### src/rtl/encout_elc_in_event_queue_wr.sv
// Write side of the ELC-input event queue. Each rising edge of the activity
// clock is one event: the tag is stored and the Gray write pointer advances,
// unless the queue is full, in which case the event is dropped and counted.
`timescale 1ns/1ps

module encout_elc_in_event_queue_wr #(
   parameter int unsigned AW          = 3,
   parameter int unsigned TAG_W       = 4,
   parameter int unsigned DROP_W      = 8,
   parameter int unsigned SYNC_STAGES = 2
) (
   input  logic              w_elc_in_act_clk,
   input  logic              w_elc_in_act_resetn,
   input  logic [TAG_W-1:0]  i_elc_tag,
   input  logic [AW:0]       i_rd_ptr_gray,
   input  logic [AW-1:0]     i_rd_addr,
   output logic [TAG_W-1:0]  o_rd_data,
   output logic [AW:0]       o_wr_ptr_gray,
   output logic              o_full,
   output logic              o_overflow,
   output logic [DROP_W-1:0] o_drop_cnt
);

   localparam int unsigned PW    = AW + 1;
   localparam int unsigned DEPTH = 2 ** AW;

   logic [PW-1:0]                   wr_bin;
   logic [PW-1:0]                   wr_gray;
   logic [PW-1:0]                   wr_bin_inc;
   logic [PW-1:0]                   wr_gray_inc;
   logic [SYNC_STAGES-1:0][PW-1:0]  rd_sync;
   logic [PW-1:0]                   rd_s;
   logic                            full;
   logic                            overflow;
   logic [DROP_W-1:0]               drop_cnt;
   logic [TAG_W-1:0]                mem [DEPTH];

   // Oldest synchroniser stage is the read pointer as this domain sees it
   assign rd_s = rd_sync[SYNC_STAGES-1];

   // Full when write pointer is exactly one lap ahead: top two Gray bits inverted
   assign full = (wr_gray == {~rd_s[AW:AW-1], rd_s[AW-2:0]});

   // Next write pointer in binary and Gray
   always_comb begin
      wr_bin_inc  = wr_bin + PW'(1);
      wr_gray_inc = wr_bin_inc ^ (wr_bin_inc >> 1);
   end

   // Read pointer synchroniser chain
   always_ff @(posedge w_elc_in_act_clk or negedge w_elc_in_act_resetn) begin
      if (!w_elc_in_act_resetn) begin
         rd_sync <= '0;
      end else begin
         rd_sync[0] <= i_rd_ptr_gray;
         for (int i = 1; i < int'(SYNC_STAGES); i++) begin
            rd_sync[i] <= rd_sync[i-1];
         end
      end
   end

   // Write pointer advance, or drop accounting when full
   always_ff @(posedge w_elc_in_act_clk or negedge w_elc_in_act_resetn) begin
      if (!w_elc_in_act_resetn) begin
         wr_bin   <= '0;
         wr_gray  <= '0;
         overflow <= 1'b0;
         drop_cnt <= '0;
      end else if (!full) begin
         wr_bin  <= wr_bin_inc;
         wr_gray <= wr_gray_inc;
      end else begin
         overflow <= 1'b1;
         if (drop_cnt != {DROP_W{1'b1}}) begin
            drop_cnt <= drop_cnt + DROP_W'(1);
         end
      end
   end

   // Event tag storage; not reset, contents valid once written
   always_ff @(posedge w_elc_in_act_clk) begin
      if (!full) begin
         mem[wr_bin[AW-1:0]] <= i_elc_tag;
      end
   end

   // Consumer read is an unregistered mux of the array
   assign o_rd_data     = mem[i_rd_addr];
   assign o_wr_ptr_gray = wr_gray;
   assign o_full        = full;
   assign o_overflow    = overflow;
   assign o_drop_cnt    = drop_cnt;

endmodule

### config.mk
export PLATFORM = sky130hd
export DESIGN_NAME = encout_elc_in_event_queue_wr
export DESIGN_NICKNAME = d
export VERILOG_FILES = /design/src/rtl/encout_elc_in_event_queue_wr.sv
export SDC_FILE = /design/constraint.sdc
export NUM_CORES = 1
export LEC_CHECK = 0
export CAP_MARGIN = 20
export CORE_UTILIZATION = 47
export DETAILED_ROUTE_END_ITERATION = 8
export PLACE_DENSITY = 0.78
export SYNTH_ARGS = -nofsm -noshare
export SYNTH_HDL_FRONTEND = slang
export SYNTH_SLANG_ARGS = --single-unit
### constraint.sdc
create_clock -name w_elc_in_act_clk -period 2.55 [get_ports w_elc_in_act_clk]
set_clock_uncertainty 0.05 [all_clocks]
set_input_delay 0.3825 -clock w_elc_in_act_clk [delete_from_list [all_inputs] [get_ports w_elc_in_act_clk]]
set_output_delay 0.3825 -clock w_elc_in_act_clk [all_outputs]
set_load 0.02 [all_outputs]
======== Yosys cells after proc, flatten, opt, wreduce, memory -nomap -nowiden ========
Memories as Yosys holds them, arrays and structs flattened.
Cells that the tools add are included.
word-level totals
  memories kept ........................... 1
  bits in writable memories ............... 32
  input port bits ......................... 13
  flip-flop bits (word level) ............. 25
  output and inout bits ................... 18
  word-level logic and storage cells ...... 15
operators by class
  bitwise gates (word level) .............. 2
  multiplexer cells ....................... 1
  equality and inequality tests ........... 2
  reduce and logical (&&, ||, !) cells .... 1
  add/subtract/negate cells ............... 2
memories
  memory  words  width  read ports  clocked after Yosys merged registers in  wr ports  line  RTL
  mem     8      4      1           0                                        1         36    logic [TAG_W-1:0] mem [DEPTH];
operator list
  operator                                                       number
  8-bit by 1-bit adder with 8-bit output, second input constant  1
  8-bit != test, second input constant                           1
  4-bit by 1-bit adder with 4-bit output, second input constant  1
  4-bit equality test                                            1
  4-bit by 3-bit XOR with 4-bit output                           1
  2-bit NOT                                                      1
  2-bit AND reduction                                            1
  1-bit two-way mux                                              1

======== Longest topological paths before layout ========
  depth after elaboration ................. 3
  mapped depth ............................ 6
  mapped depth without buffers ............ 5

======== Worst setup path after synthesis ========
OpenSTA, ideal clock, no wires.
  kind .................................... register to register
  start ................................... register wr_gray[0] (netlist: o_wr_ptr_gray[0])
  end ..................................... memory mem[0][0] (enable)
  setup slack ............................. 0.543 ns
  stages on the path, launching flop included .. 6
  required time ........................... 2.123 ns
  path buffers ............................ 2
  clock period less this slack ............ 2.007 ns
  setup time .............................. 0.377 ns
  arrival time ............................ 1.580 ns
  cell sequence ........................... dfrtp_1 xor2_1 nor4_4 buf_6 buf_4 nor4_1
on the way
  word-level cells in the longest chain between the ends .. 2
RTL lines
  item                                     line  RTL
  start: declaration                       28    logic [PW-1:0] wr_gray;
  start signal: assignment                 71    wr_gray <= wr_gray_inc;
  4-bit equality test                      42    assign full = (wr_gray == {~rd_s[AW:AW-1], rd_s[AW-2:0]});
  named net o_full                         19    output logic o_full,
  1-bit two-way mux (not written as such)  83    mem[wr_bin[AW-1:0]] <= i_elc_tag;
  end: declaration                         36
The timed path passes the listed nets, and every way through them passes these cells.

==> metrics.yaml <==
status: "finished clean"
finalHoldViolCount: 0
syn_inst: 135
relSlewSlack: 0.5781
holdCritPathClass: "register to register"
drt_iter0_markers: 70
synth_xor_area_frac: 0.06134
critPathMaxStageDelay_ns: 0.67
max-cap-violations: 0
drc_errors: 0
num_vias: 1236
wire_per_inst_um: 16.19
ys_types: 30
viasPerCell: 5.328
crit_path_end_kind: "primary output"
area_growth_pct: 22.67
mappedNetlistNets: 150
numPortBuffers: 30
yosys.area.top_type: "edfxtp_1"
yosysSeqAreaShare: 0.6835
synth.top_cell.area_share: 0.4206
drive_gt1_frac: 0.2416
path_clk_slew_ns: 0.10
cts_buffers: 5
use_met2: 0.2788
nets: 192
fin_crit_ns: 2.368
cp_num_buf_inv: 1
required_ns: 2.12
die_h_um: 71.72
cp_max_fo: 4
die_w_um: 71.72
routed_wirelength_um: 3756
seq_power_share: 0.490
postCtsHoldBufs: 0
internal_power_mw: 1.921
crit_family: "buffers and inverters"
antenna_found_initial: 0
grt_pass1_wl_um: 6161
top_usage_layer: "met2"
met1_usage: 0.2012
multiInputGateArea_um2: 676.9
setup_viol: 0
syn_area_um2: 2285
ys_ff_latch: 56
cts-root-buf: "clkbuf_8"
synth.area.mux_share: 0.1134
hold_ws_ns: 0.3080
cts_tree: "built"
synth_top_flop_cell: "edfxtp_1"
syn_area_per_cell_um2: 16.92
overflow: 0
grt_util_all_layers: 0.1615
synthAdderAreaFrac: 0.01095
synthTopCellsByArea: "edfxtp_1, dfrtp_1, mux4_2, mux2_2, xnor2_1"
htreeDepth: 2
peakVddDrop_mv: 0.7303
postRouteAntennaNets: 0
drt-pass1-iter-count: 4
fmax_ghz: 0.4222
gp_congestion: 0.7216
grt_max_degree: 25
grt_use_met3: 0.04782
crit_type: "register to primary output"
first_global_vias: 1269
synth_edf_count: 32
ioPinCount: 31
grt_setup_unrepaired: "no"
clock_path_buffers: 2
setup.worst_path.start_class: "register"
nFillCells: 358
synth-simple-area-share: 0.09310
critPathArrivalTime_ns: 1.94
path_cells: "xnor2_1 -> nor4_4 -> clkdlybuf4s50_1"
rows: 25
async_flop_share: 0.4286
slowest_stage: "clkdlybuf4s50_1"
totalPowerFinal_mw: 2.840
clock_sinks: 56
drv_slew: 0
power.switching_mw: 0.9196
ff_latch_area_um2: 1562
initial_core_util: 0.4869
n_antenna_cell: 0
die-area_um2: 5144
clk_latency_ns: 0.31
p_comb_frac: 0.345
dpl.hpwl_um: 2709
synth_top_family_by_area: "multiplexers"
tightest_slew_ns: 0.6280
yosysWarningCount: 0
p_leak_nw: 1.023
swShare: 0.3238
synth_compound_area_frac: 0.01752
core_um2: 4692
fin_crit_sh: 0.9288
p_clk_frac: 0.165
powerDensity_nw_per_um2: 1013
[power by group through the flow]
stage	sequential, mW	clock, mW	combinational, mW
5_1_grt	1.42	0.520	1.07
3_3_place_gp	1.40	0	0.974
3_5_place_dp	1.41	0	1.00
2_1_floorplan	1.40	0	0.622
6_report	1.39	0.468	0.981
4_1_cts	1.39	0.490	1.00
[registers in the layout, indices dropped and copies added (netlist names)]
signal / flops
o_drop_cnt: 8
wr_bin: 4
o_wr_ptr_gray: 3
mem: 32
rd_sync: 4
rd_s: 4
o_overflow: 1
[layout by cell type (no fill, tap or decap), drive strengths merged]
cell / count
ha: 2
mux4: 8
and2b: 1
clkbuf: 7
nand4: 3
xor2: 8
clkdlybuf4s15: 3
nand2b: 2
a21oi: 2
nor3: 2
a31oi: 1
clkinvlp: 1
a41oi: 1
nor4: 2
nor3b: 4
nand2: 8
or2: 1
buf: 12
dlymetal6s2s: 1
inv: 1
dfrtp: 24
mux2: 7
clkdlybuf4s50: 25
nor2: 2
nand3: 2
edfxtp: 32
nor4b: 4
clkinv: 1
xnor2: 8
o21ai: 3
[synth_stat cells, types with 2 or more instances]
| cell | number |
|---|---|
| xor2_1 | 8 |
| nor4b_1 | 2 |
| nand2_1 | 8 |
| dfrtp_1 | 24 |
| a21oi_1 | 2 |
| ha_1 | 2 |
| nor3_1 | 2 |
| mux2_2 | 7 |
| buf_4 | 2 |
| o21ai_0 | 3 |
| nand2b_1 | 2 |
| clkbuf_1 | 3 |
| nor3b_1 | 3 |
| nor2_1 | 2 |
| nor4b_2 | 2 |
| mux4_2 | 8 |
| edfxtp_1 | 32 |
| nand4_1 | 3 |
| xnor2_1 | 8 |
| nand3_1 | 2 |
[cell type report]
cell class                      count  area share
Multi-Input combinational cell     71      0.2415
Clock buffer                        6     0.02589
Clock inverter                      2    0.005804
Tap cell                           54     0.02411
Sequential cell                    56      0.5571
Timing Repair Buffer               42      0.1442
Inverter                            1    0.001339
[per-layer routing]
layer	vias up	part of all wire
li1	590	-
met1	603	0.43
met2	38	0.51
met3	5	0.051
met4	0	0.011
met5	-	0
[metrics by stage]
step | worst slack (ns) | instance area [um^2] | TNS [ns] | std cells | util
3_5_place_dp | -0.2781 | 2705 | -1.030 | 223 | 0.5765
4_1_cts | 0.003476 | 2798 | 0 | 231 | 0.5963
6_report | 0.1816 | 2803 | 0 | 232 | 0.5973
3_3_place_gp | -0.2215 | 2705 | -0.8635 | 223 | 0.5765
5_1_grt | 0.08400 | 2803 | 0 | 232 | 0.5973
2_1_floorplan | 0.5428 | 2285 | 0 | 135 | -
[path summary, 6_finish.rpt]
| path | start | to | slack (ns) | depth (start not counted) |
|---|---|---|---|---|
| min | rd_sync[3] | rd_s[3] | 0.31 | 0 |
| max reg2reg | wr_bin[3] | o_drop_cnt[1] | 0.57 | 5 |
| max | wr_bin[3] | o_full | 0.18 | 3 |
| min reg2reg | rd_sync[3] | rd_s[3] | 0.31 | 0 |
| min in group asynchronous | w_elc_in_act_resetn | o_wr_ptr_gray[2] | 0.37 | 2 |
| max in group asynchronous | w_elc_in_act_resetn | o_wr_ptr_gray[1] | 1.84 | 2 |
[cells by family after synthesis]
group           Yosys count
compound gates            7
xor+xnor                 16
fa+ha+maj                 2
buf+inv                   8
flops                    56
mux                      15
simple gates             31
[repair_timing]
item / in CTS / in global routing
endpoints found under the setup margin: 4 / 3
setup buffers: 0 / 1
gates resized for setup: 11 / 2
Note: power is estimated with default switching activity, not from simulation.
==> RTL edit 1: new RTL, same flow settings <==
Make the reset (`w_elc_in_act_resetn`) synchronous in 2 clocked blocks.
--- a/src/rtl/encout_elc_in_event_queue_wr.sv
+++ b/src/rtl/encout_elc_in_event_queue_wr.sv
@@ -50,3 +50,3 @@
    // Read pointer synchroniser chain
-   always_ff @(posedge w_elc_in_act_clk or negedge w_elc_in_act_resetn) begin
+   always_ff @(posedge w_elc_in_act_clk) begin
       if (!w_elc_in_act_resetn) begin
@@ -62,3 +62,3 @@
    // Write pointer advance, or drop accounting when full
-   always_ff @(posedge w_elc_in_act_clk or negedge w_elc_in_act_resetn) begin
+   always_ff @(posedge w_elc_in_act_clk) begin
       if (!w_elc_in_act_resetn) begin
Formal check against the unedited RTL: differs if w_elc_in_act_resetn is asserted again (counterexample within 4 cycles, from zero or initial values and one cycle with w_elc_in_act_resetn low); with w_elc_in_act_resetn held inactive, the same outputs for 10 cycles.
==> RTL edit 1 against the unedited design <==
Design area decreased by 2.1%; register-to-register slack got worse by 150 ps; first-iteration DRC count increased by 26%; setup slack got worse by 32 ps; routed wire length increased by 8.9%; critical path type is now primary input to primary output; die area decreased by 0.42%; non-clock buffer count decreased by 3; sequential cell count unchanged; final cell count increased by 11%; global-route usage increased by 1.6 points; critical endpoint is now o_rd_data[2]; area after synthesis decreased by 0.44%.
Power is not compared: it rests on default switching activity, and its combinational part moved more than twofold at a synthesized area within 25%.
==> RTL edit 1: results (changes against the unedited design) <==
| Metric | Value |
|---|---|
| Max Buffers Root-to-Sink | `2 (unchanged)` |
| Via density per instance | `5.48 (was 5.33)` |
| HP Start | `rd_sync[2] (was rd_sync[3])` |
| VDD IR-drop max | `approximately 0.43 mV` |
| Post-synth EDFFs | `32 (unchanged)` |
| Reg2Reg Setup Slack | `420 ps (was 570 ps)` |
| Layout fillers | `348 (was 358)` |
| GPL Wtd Cong | `0.755 (was 0.722)` |
| # Post-CTS Setup Buffers | `0 (unchanged)` |
| Async SR Flop Fraction | `0% (was 42.9%)` |
| CP max-delay cell | `clkdlybuf4s50_1 (unchanged)` |
| Crit-path max FO | `8 (was 4)` |
| HPWL Detailed | `2.97 mm (was 2.71 mm)` |
| Placed Cells | `250 (was 223)` |
| DRT iter0 DRCs | `88 (was 70)` |
| All-Layer GR Usage | `17.8% (was 16.1%)` |
| Post-Synthesis Cells | `169 (was 135)` |
| Status | `complete, no violations (unchanged)` |
| Root buf cell | `clkbuf_8 (unchanged)` |
| CP delay by family, top | `buffers and inverters (unchanged)` |
| Ys Warns | `0 (unchanged)` |
| First-pass GRT wire length | `6.82 mm (was 6.16 mm)` |
| # port buffers | `30 (unchanged)` |
| Fin nets | `220 (was 192)` |
| Diode count | `0 (unchanged)` |
| Initial antenna violation count | `0 (unchanged)` |
| Syn Nets | `184 (was 150)` |
| Seq/Total Area, Yosys | `63.4% (was 68.3%)` |
| CP max stage delay | `510 ps (was 670 ps)` |
| Crit path launch | `i_rd_addr[0] (was wr_bin[3])` |
| Skew-Pair Late Insertion Delay | `between 300 and 400 ps` |
| Via Count | `1413 (was 1236)` |
| Synth cell types | `34 (was 30)` |
| Reg2reg end | `mem[1][1] (was o_drop_cnt[1])` |
| Leakage | `between 0.9 and 1 nW` |
| Hold Path Class | `flip-flop to flip-flop (unchanged)` |
| Crit path to | `o_rd_data[2] (was o_full)` |
| Largest net degree at the start of global routing | `20 (was 25)` |
| WL per Instance | `15.9 um (was 16.2 um)` |
| WS Path Type | `primary input to primary output (was flip-flop to primary output)` |
| Vias in the first global route | `1462 (was 1269)` |
| Worst Path Arrival | `1970 ps (was 1940 ps)` |
| H-tree levels | `2 (unchanged)` |
| Reg clk slew, reported paths | `roughly 90 ps` |
| Top area cells in the synthesized netlist | `edfxtp_1 (42%), dfxtp_1 (21%), mux4_2 (7.9%), nand2_1 (2.8%), xnor2_1 (2.7%) (was edfxtp_1 (42%), dfrtp_1 (26%), mux4_2 (7.9%), mux2_2 (3.5%), xnor2_1 (3.1%))` |
| Actual slew at the worst max-slew pin | `1050 ps (was 628 ps)` |
| Commonest cells post-synth | `edfxtp_1 (32), dfxtp_1 (24), nand2_1 (17) (was edfxtp_1 (32), dfrtp_1 (24))` |
| TritonRoute pass-1 iters | `4 (unchanged)` |
| CTS buffer count | `5 (unchanged)` |
| RR Startpoint | `wr_bin[3] (unchanged)` |
| Worst r2r path cells | `4 (was 5)` |
| Max FFs per register | `32 (unchanged)` |
| Fraction of layout cells with a size suffix above 1 | `16.5% (was 24.2%)` |
RTL edit 1: power by group:
part	switching [mW]	internal [mW]	total [mW]	leakage (nW)
Combinational	0.101	0.107	0.208	0.416
Clock	0.300	0.202	0.502	0.0463
Sequential	0.0287	1.00	1.03	0.490
RTL edit 1: area by class of cell:
type	instances	share of cell area, %
flip-flops and latches	56	52.5
multi-input cells	99	28.0
repair buffers	39	13.1
clock buffers	5	2.51
well taps	52	2.37
clock inverters	3	1.00
inverters	4	0.547
RTL edit 1: cell families after synthesis:
| family | after synthesis | synth area share (%) |
|---|---|---|
| fa+ha+maj | 2 | 1.10 |
| flops | 56 | 63.4 |
| mux | 16 | 11.7 |
| compound gates | 20 | 5.28 |
| simple gates | 52 | 12.3 |
| buf+inv | 14 | 2.86 |
| xor+xnor | 9 | 3.47 |
RTL edit 1: worst min-delay path by stage:
| stage | cells after the start | to | slack (ps) |
|---|---|---|---|
| final | 1 | rd_s[2] | 400 |
| after global routing | 1 | rd_s[0] | 430 |
| after CTS | 1 | rd_s[2] | 400 |
| after detailed placement | 1 | rd_s[2] | 380 |
| after global placement | 1 | rd_s[3] | 370 |
| after floorplan | 1 | rd_s[0] | 360 |
RTL edit 1: through the flow:
stage	utilization (%)	hold slack, ps	TNS (ps)	area (um^2)	setup slack (ps)
after global routing	60.9	431	0	2750	95.3
after floorplan	-	362	0	2270	443
after global placement	59.3	367	-814	2670	-204
after detailed placement	59.3	381	-923	2670	-236
after CTS	61.4	404	0	2770	7.48
final	60.9	399	0	2750	149
RTL edit 1: worst reg2reg max path: cells and delay by family, from the launching register on:
kind | cells | cell delay, ps
buffers and inverters | 1 | 90
flip-flops | 1 | 440
AND/OR/NAND/NOR | 2 | 1030
XOR/XNOR | 1 | 160
RTL edit 1: metal layers:
metal	vias up	routed length (um)	track usage, %
met5	-	0	0
met3	7	150	3.66
met2	29	2160	32.0
li1	688	-	-
met4	0	74	8.28
met1	689	1710	20.4
RTL edit 1: timing repair:
action                     CTS  global route
gates resized for setup      9             4
setup endpoints to repair    5             4
gates cloned                 0             0
hold endpoints to repair     0             0
==> RTL edit 2: new RTL, same flow settings <==
Without the edit above. Set the parameter `DROP_W` to 12 (it was 8).
--- a/src/rtl/encout_elc_in_event_queue_wr.sv
+++ b/src/rtl/encout_elc_in_event_queue_wr.sv
@@ -8,3 +8,3 @@
    parameter int unsigned TAG_W       = 4,
-   parameter int unsigned DROP_W      = 8,
+   parameter int unsigned DROP_W      = 12,
    parameter int unsigned SYNC_STAGES = 2
Interface: changed (resized o_drop_cnt); port bits go from 31 to 35. The function was not compared with the original's and may differ.
==> RTL edit 2 against the unedited design <==
Sequential share of layout area fell by 2.6 points; sequential cell count increased by 4; first-iteration DRC count rose by 47%; routed wire length grew 15%; area after synthesis rose by 8.9%; worst hold slack worse by 10 ps; clock power increased by 94%; non-clock buffer count shrank 1; setup slack lost 12 ps; die area rose by 8.7%; power increased by 19%; utilization increased by 1.5 points; design area up 12%; largest cell class unchanged.
==> RTL edit 2: results (changes against the unedited design) <==
| Metric | Value |
|---|---|
| Status | `complete, no violations (unchanged)` |
| Area fraction in compound gates after synthesis | `0.503% (was 1.75%)` |
| Post-synthesis adder-cell area fraction | `1.01% (was 1.10%)` |
| Reg2Reg Setup Slack | `700 ps (was 570 ps)` |
| Reg2reg end | `mem[5][2] (was o_drop_cnt[1])` |
| DP Area | `0.00293 mm^2 (was 0.00271 mm^2)` |
| CTS buffer count | `9 (was 5)` |
| Leakage | `1.24 nW (was 1.02 nW)` |
| Syn Nets | `168 (was 150)` |
| Synth cell types | `32 (was 30)` |
| GPL Wtd Cong | `0.776 (was 0.722)` |
| Reg clk slew, reported paths | `60 ps (was 100 ps)` |
| Max FFs per register | `32 (unchanged)` |
| Via density per instance | `5.19 (was 5.33)` |
| Worst hold slack | `298 ps (was 308 ps)` |
| WL per Instance | `15.8 um (was 16.2 um)` |
| Post-synthesis mux area share | `11.3% (about the same)` |
| Worst r2r path cells | `4 (was 5)` |
| Fraction of layout cells with a size suffix above 1 | `23.2% (was 24.2%)` |
| Async SR Flop Fraction | `46.7% (was 42.9%)` |
| DRT iter0 DRCs | `103 (was 70)` |
| Vias in the first global route | `1449 (was 1269)` |
| Fin nets | `213 (was 192)` |
| Post-Synthesis Cells | `153 (was 135)` |
| Skew-Pair Late Insertion Delay | `330 ps (was 310 ps)` |
| Final WS setup | `169 ps (was 182 ps)` |
| Non-Filler Instances | `273 (was 232)` |
| Commonest cells post-synth | `edfxtp_1 (32), dfrtp_1 (28), xor2_1 (16) (was edfxtp_1 (32), dfrtp_1 (24))` |
| # port buffers | `34 (was 30)` |
| Hold Path Class | `flip-flop to flip-flop (unchanged)` |
| All-Layer GR Usage | `17.6% (was 16.1%)` |
| VDD IR-drop max | `0.683 mV (was 0.730 mV)` |
| Largest net degree at the start of global routing | `29 (was 25)` |
| Actual slew at the worst max-slew pin | `736 ps (was 628 ps)` |
| Placed Cells | `257 (was 223)` |
| First-pass GRT wire length | `6.96 mm (was 6.16 mm)` |
| Seq/Total Area, Yosys | `66.8% (was 68.3%)` |
| HPWL Detailed | `3.10 mm (was 2.71 mm)` |
| H-tree levels | `3 (was 2)` |
| Post-synthesis xor/xnor area fraction | `7.74% (was 6.13%)` |
| Pre-CTS setup slack | `-212 ps (was -278 ps)` |
| Top area cells in the synthesized netlist | `edfxtp_1 (39%), dfrtp_1 (28%), mux4_2 (7.2%), xor2_1 (5.6%), mux2_2 (3.6%) (was edfxtp_1 (42%), dfrtp_1 (26%), mux4_2 (7.9%), mux2_2 (3.5%), xnor2_1 (3.1%))` |
-- RTL edit 2: changes by cell type after synthesis, sizes merged, moves of 3 or more --
| cell | unedited run | this run |
|---|---|---|
| dfrtp | 24 | 28 |
| nor3 | 2 | 8 |
| nor4b | 4 | 1 |
| o21ai | 3 | 0 |
| xor2 | 8 | 16 |
-- RTL edit 2: layer usage --
layer  up-vias  routed length, um  GRT usage (%)
met5         -                  0              0
met4         0                 68           10.1
met1       707               1920           22.0
li1        662                  -              -
met3         7                177           3.88
met2        41               2160           28.7
-- RTL edit 2: how the worst max path moves through the flow --
stage / from / end / depth (start not counted)
2_1_floorplan: o_wr_ptr_gray[2] / mem[0][0] / 5
3_3_place_gp: i_rd_addr[0] / o_rd_data[0] / 5
3_5_place_dp: i_rd_addr[0] / o_rd_data[3] / 5
4_1_cts: i_rd_addr[0] / o_rd_data[0] / 5
5_1_grt: i_rd_addr[0] / o_rd_data[2] / 5
6_report: i_rd_addr[0] / o_rd_data[2] / 5
-- RTL edit 2: area by class of cell --
type	count	area (um^2)
Sequential cell	60	1660
Clock buffer	11	141
Timing Repair Buffer	41	373
Fill cell	394	1980
Tap cell	70	87.6
Multi-Input combinational cell	85	783
Clock inverter	5	75.1
Inverter	1	3.75
-- RTL edit 2: repair_timing --
action,CTS,global route
endpoints found under the setup margin,4,4
gates cloned,0,0
endpoints found under the hold margin,0,0
resized for setup,6,6
-- RTL edit 2: critical path, stage by stage --
cell	delay (ps)
clkdlybuf4s50_1	480
buf_4	150
mux4_2	500
mux2_2	280
clkbuf_2	150
-- RTL edit 2: power breakdown --
group          switching [mW]  internal [mW]
clock                   0.338          0.572
combinational           0.495          0.494
sequential              0.183           1.29
total                    1.02           2.36
